==> config.mk <==
export PLATFORM = sky130hd
export DESIGN_NAME = halflife_sequencer
export DESIGN_NICKNAME = d
export VERILOG_FILES = /design/src/rtl/halflife_sequencer.sv
export SDC_FILE = /design/constraint.sdc
export NUM_CORES = 1
export LEC_CHECK = 0
export ABC_AREA = 1
export CAP_MARGIN = 20
export CORE_UTILIZATION = 30
export DETAILED_ROUTE_END_ITERATION = 16
export REMOVE_ABC_BUFFERS = 1
export SLEW_MARGIN = 20
export SYNTH_ARGS = -nofsm -noshare
export SYNTH_HDL_FRONTEND = slang
export SYNTH_SLANG_ARGS = --single-unit
==> constraint.sdc <==
create_clock -name clk -period 4.3 [get_ports clk]
set_input_delay 0.43 -clock clk [delete_from_list [all_inputs] [get_ports clk]]
set_output_delay 0.43 -clock clk [all_outputs]
set_load 0.1 [all_outputs]
==> src/rtl/halflife_sequencer.sv <==
// rtl/halflife_sequencer.sv - halves a loaded quantity once per period cycles and
// emits load/up command pulses for a downstream half-life counter.
module halflife_sequencer #(
  parameter int QW = 8,
  parameter int PW = 16,
  parameter int CW = 4
) (
  input  logic          clk,
  input  logic          rst,
  input  logic          start,
  input  logic          abort,
  input  logic [QW-1:0] load_val,
  input  logic [PW-1:0] period,
  output logic [QW-1:0] quantity,
  output logic [CW-1:0] elapsed,
  output logic          load_p,
  output logic          up_p,
  output logic          busy,
  output logic          done
);

  typedef enum logic [1:0] {
    S_IDLE = 2'd0,
    S_RUN  = 2'd1,
    S_DONE = 2'd2
  } state_e;

  localparam logic [PW-1:0] ONE_P = {{(PW-1){1'b0}}, 1'b1};
  localparam logic [CW-1:0] ONE_E = {{(CW-1){1'b0}}, 1'b1};
  localparam logic [CW-1:0] E_MAX = {CW{1'b1}};

  state_e        state_q, state_d;
  logic [QW-1:0] qty_q, qty_d;
  logic [CW-1:0] elapsed_q, elapsed_d;
  logic [PW-1:0] timer_q, timer_d;
  logic [PW-1:0] period_q, period_d;
  logic          load_p_q, load_p_d;
  logic          up_p_q, up_p_d;
  logic [QW-1:0] qty_half;

  assign qty_half = qty_q >> 1;

  always_ff @(posedge clk or negedge rst) begin
    if (!rst) begin
      state_q   <= S_IDLE;
      qty_q     <= '0;
      elapsed_q <= '0;
      timer_q   <= '0;
      period_q  <= '0;
      load_p_q  <= 1'b0;
      up_p_q    <= 1'b0;
    end else begin
      state_q   <= state_d;
      qty_q     <= qty_d;
      elapsed_q <= elapsed_d;
      timer_q   <= timer_d;
      period_q  <= period_d;
      load_p_q  <= load_p_d;
      up_p_q    <= up_p_d;
    end
  end

  always_comb begin
    state_d   = state_q;
    qty_d     = qty_q;
    elapsed_d = elapsed_q;
    timer_d   = timer_q;
    period_d  = period_q;
    load_p_d  = 1'b0;
    up_p_d    = 1'b0;

    // abort outranks start; a simultaneous start is simply dropped
    if (abort) begin
      state_d = S_IDLE;
      timer_d = '0;
    end else if (start && (state_q != S_RUN)) begin
      qty_d     = load_val;
      period_d  = period;
      timer_d   = '0;
      elapsed_d = '0;
      load_p_d  = 1'b1;
      state_d   = ((load_val != '0) && (period != '0)) ? S_RUN : S_DONE;
    end else if (state_q == S_RUN) begin
      if (timer_q == (period_q - ONE_P)) begin
        timer_d   = '0;
        qty_d     = qty_half;
        up_p_d    = 1'b1;
        elapsed_d = (elapsed_q == E_MAX) ? E_MAX : (elapsed_q + ONE_E);
        if (qty_half == '0) begin
          state_d = S_DONE;
        end
      end else begin
        timer_d = timer_q + ONE_P;
      end
    end
  end

  assign quantity = qty_q;
  assign elapsed  = elapsed_q;
  assign load_p   = load_p_q;
  assign up_p     = up_p_q;
  assign busy     = (state_q == S_RUN);
  assign done     = (state_q == S_DONE);

endmodule
==> flow_summary.yaml <==
run_status:
  status: "finished clean"
clocking:
  clk_pin_slew_ns: 0.10
  cts_buffers: 5
  root_buffer: "clkbuf_8"
  cts_tree: "built"
  htree_levels: 2
  clkLatencyLatePin_ns: 0.31
  post_cts_buffers: 0
  ctsResizeCount: 0
  ctsLongestPathBuffers: 2
  cts_hold_buf: 0
  clock_sinks: 48
detailed_routing:
  wire_per_inst_um: 12.06
  via_per_inst: 4.605
  drt_wl_total_mm: 7.439
  vias: 2841
  ant_nets: 0
  drt_iter0_drc: 140
  drt-pass1-iter-count: 4
  drc: 0
sta:
  tns_ns: 0
  fin_worst_skew_ns: 0.01279
  finalHoldViolCount: 0
  setup_slack_ns: 1.719
  slew_violations: 0
  finalCritPeriodShare: 0.6002
  slew_headroom: 0.3366
  worstMarginPinSlew_ns: 0.9921
  rsz0062_at_grt: "no"
  hold_slack_ns: 0.1553
  max_clock_freq_mhz: 387.5
  setup_violations: 0
  finalCriticalPeriod_ns: 2.581
min_path:
  hold_path_class: "input port to asynchronous set/reset pin"
layout:
  layout_commonest_cell: "nand2_1"
  antenna_cells: 0
  layout_common_cells: "nand2_1 (164), nor2_1 (49), dfrtp_1 (48)"
  fill_cells: 1031
  final_cell_area_um2: 3697
  final_util: 0.3818
  final_nets: 514
  layout-drive-gt1-share: 0.06818
  area_delta_synth_final_pct: 23.90
pwr:
  seqPwrFrac: 0.396
  power.leakage_nw: 1.760
  power_frac_comb: 0.357
  vdd_drop_max_mv: 0.1768
  p_per_area_nw_per_um2: 385.8
  clock_power_share: 0.247
  power_switching_w: 0.0005797
  p_sw_frac: 0.4064
  intPower_w: 0.0008468
synthesis:
  syn_area_um2: 2984
  yosysTopAreaCellShare: 0.4025
  yosysTopAreaCell: "dfrtp_1"
  yosys-top-cells-area: "dfrtp_1 (40%), nand2_1 (21%), nor2_1 (6.3%)"
  yosysWarningCount: 0
  avgSynthCellArea_um2: 6.829
  synthCells: 437
  synth_cell_type_count: 26
  ys_seq_area_frac: 0.4025
  ys_ff_latch: 48
critical_path:
  cp.arrival_ns: 2.15
  cp.required_ns: 3.87
  endpoint_kind: "primary output"
  path_cells: "inv_1 > nand2_1 > inv_2 > clkdlybuf4s50_1"
  cp-start-kind: "register"
  path_max_fanout: 5
  path_class: "register to primary output"
  slowest_stage: "clkdlybuf4s50_1"
  slowest_delay_ns: 1.15
global_route:
  grt_pass1_wl_mm: 12.52
  grt_start_max_net_pins: 31
  grt_pass1_vias: 2648
  grt-ovfl-total: 0
  grt_usage: 0.1557
  antenna_found_initial: 0
floorplanning:
  initial_utilization: 0.3081
  die_h_um: 101.7
  die_w_um: 101.7
  io_pins: 44
  core_um2: 9684
  die-area_um2: 10350
  rows: 36
placement:
  hpwl_mm: 5.731
  numPortBuffers: 43
  post-place-ws_ns: 1.799
  dpl_cell_area_um2: 3576
  globalplace.congestion: 0.8628
run:
  max_cap_viol_count: 0
==> cell type report <==
| type | instances | area, um2 | area share |
|---|---|---|---|
| well taps | 133 | 166.4 | 0.04501 |
| multi-input cells | 335 | 1568 | 0.4240 |
| inverters | 48 | 180.2 | 0.04873 |
| clock inverters | 2 | 38.79 | 0.01049 |
| clock buffers | 6 | 82.58 | 0.02234 |
| repair buffers | 45 | 460.4 | 0.1245 |
| flip-flops and latches | 48 | 1201 | 0.3249 |
==> power groups by stage <==
stage	Combinational, W	Clock, W	Sequential (W)
4_1_cts	0.000513	0.000361	0.000564
3_3_place_gp	0.000505	0	0.000571
5_1_grt	0.000561	0.000380	0.000573
3_5_place_dp	0.000512	0	0.000571
6_report	0.000510	0.000352	0.000565
2_1_floorplan	0.000240	0	0.000693
==> state kept, by name (all words and copies together), names as in the netlist <==
name	flops
timer_q	16
elapsed	4
state_q	2
load_p	1
quantity	8
up_p	1
period_q	16
==> critical path, delay by kind of cell, from the launching register on <==
| family | cells | cell delay [ns] |
|---|---|---|
| buffers and inverters | 3 | 1.36 |
| flip-flops | 1 | 0.39 |
| AND/OR/NAND/NOR | 1 | 0.08 |
==> routing by layer <==
layer	global-route usage	wire [um]	vias up	part of all wire
li1	-	-	1468	-
met1	0.2161	3687	1308	0.50
met2	0.2422	3259	58	0.44
met3	0.03520	403	7	0.054
met4	0.04348	88	0	0.012
met5	0	0	-	0
==> cells by family after synthesis <==
kind of cell    Yosys count  share of synthesized area
compound gates           29                    0.05283
flops                    48                     0.4025
fa+ha+maj                 3                    0.01258
simple gates            288                     0.4151
buf+inv                  54                    0.07295
xor+xnor                 15                    0.04403
==> path summary, 6_finish.rpt <==
path | start | to | slack (ns) | cells after the start
min in group clk | period_q[15] | period_q[15] | 0.51 | 2
max | state_q[1] | busy | 1.72 | 4
max reg2reg | period_q[0] | quantity[3] | 2.03 | 14
min | rst | state_q[1] | 0.16 | 1
min reg2reg | period_q[15] | period_q[15] | 0.51 | 2
max in group asynchronous | rst | timer_q[10] | 3.60 | 2
==> metrics by stage <==
step                instances  total power [W]
finish                    617         0.001426
global route              617         0.001514
CTS                       617         0.001438
detailed placement        609         0.001083
global placement          608         0.001076
floorplan                 431        0.0009327
==> synth_stat cells <==
master	number
ha_1	3
nand3_1	36
inv_2	6
xnor2_1	6
nand3b_1	1
nand2_1	164
o21ai_0	18
xor2_1	9
a21oi_1	6
nand3_2	1
nor4_1	7
nand4_1	4
dfrtp_1	48
nor3_1	11
a21o_1	1
o31ai_1	2
o21bai_1	2
buf_6	2
inv_1	41
nand2_2	3
nor2_1	50
nor2_2	7
nand3_4	1
clkbuf_1	4
nor2_4	3
clkinv_1	1
(Power assumes the default switching activity.)
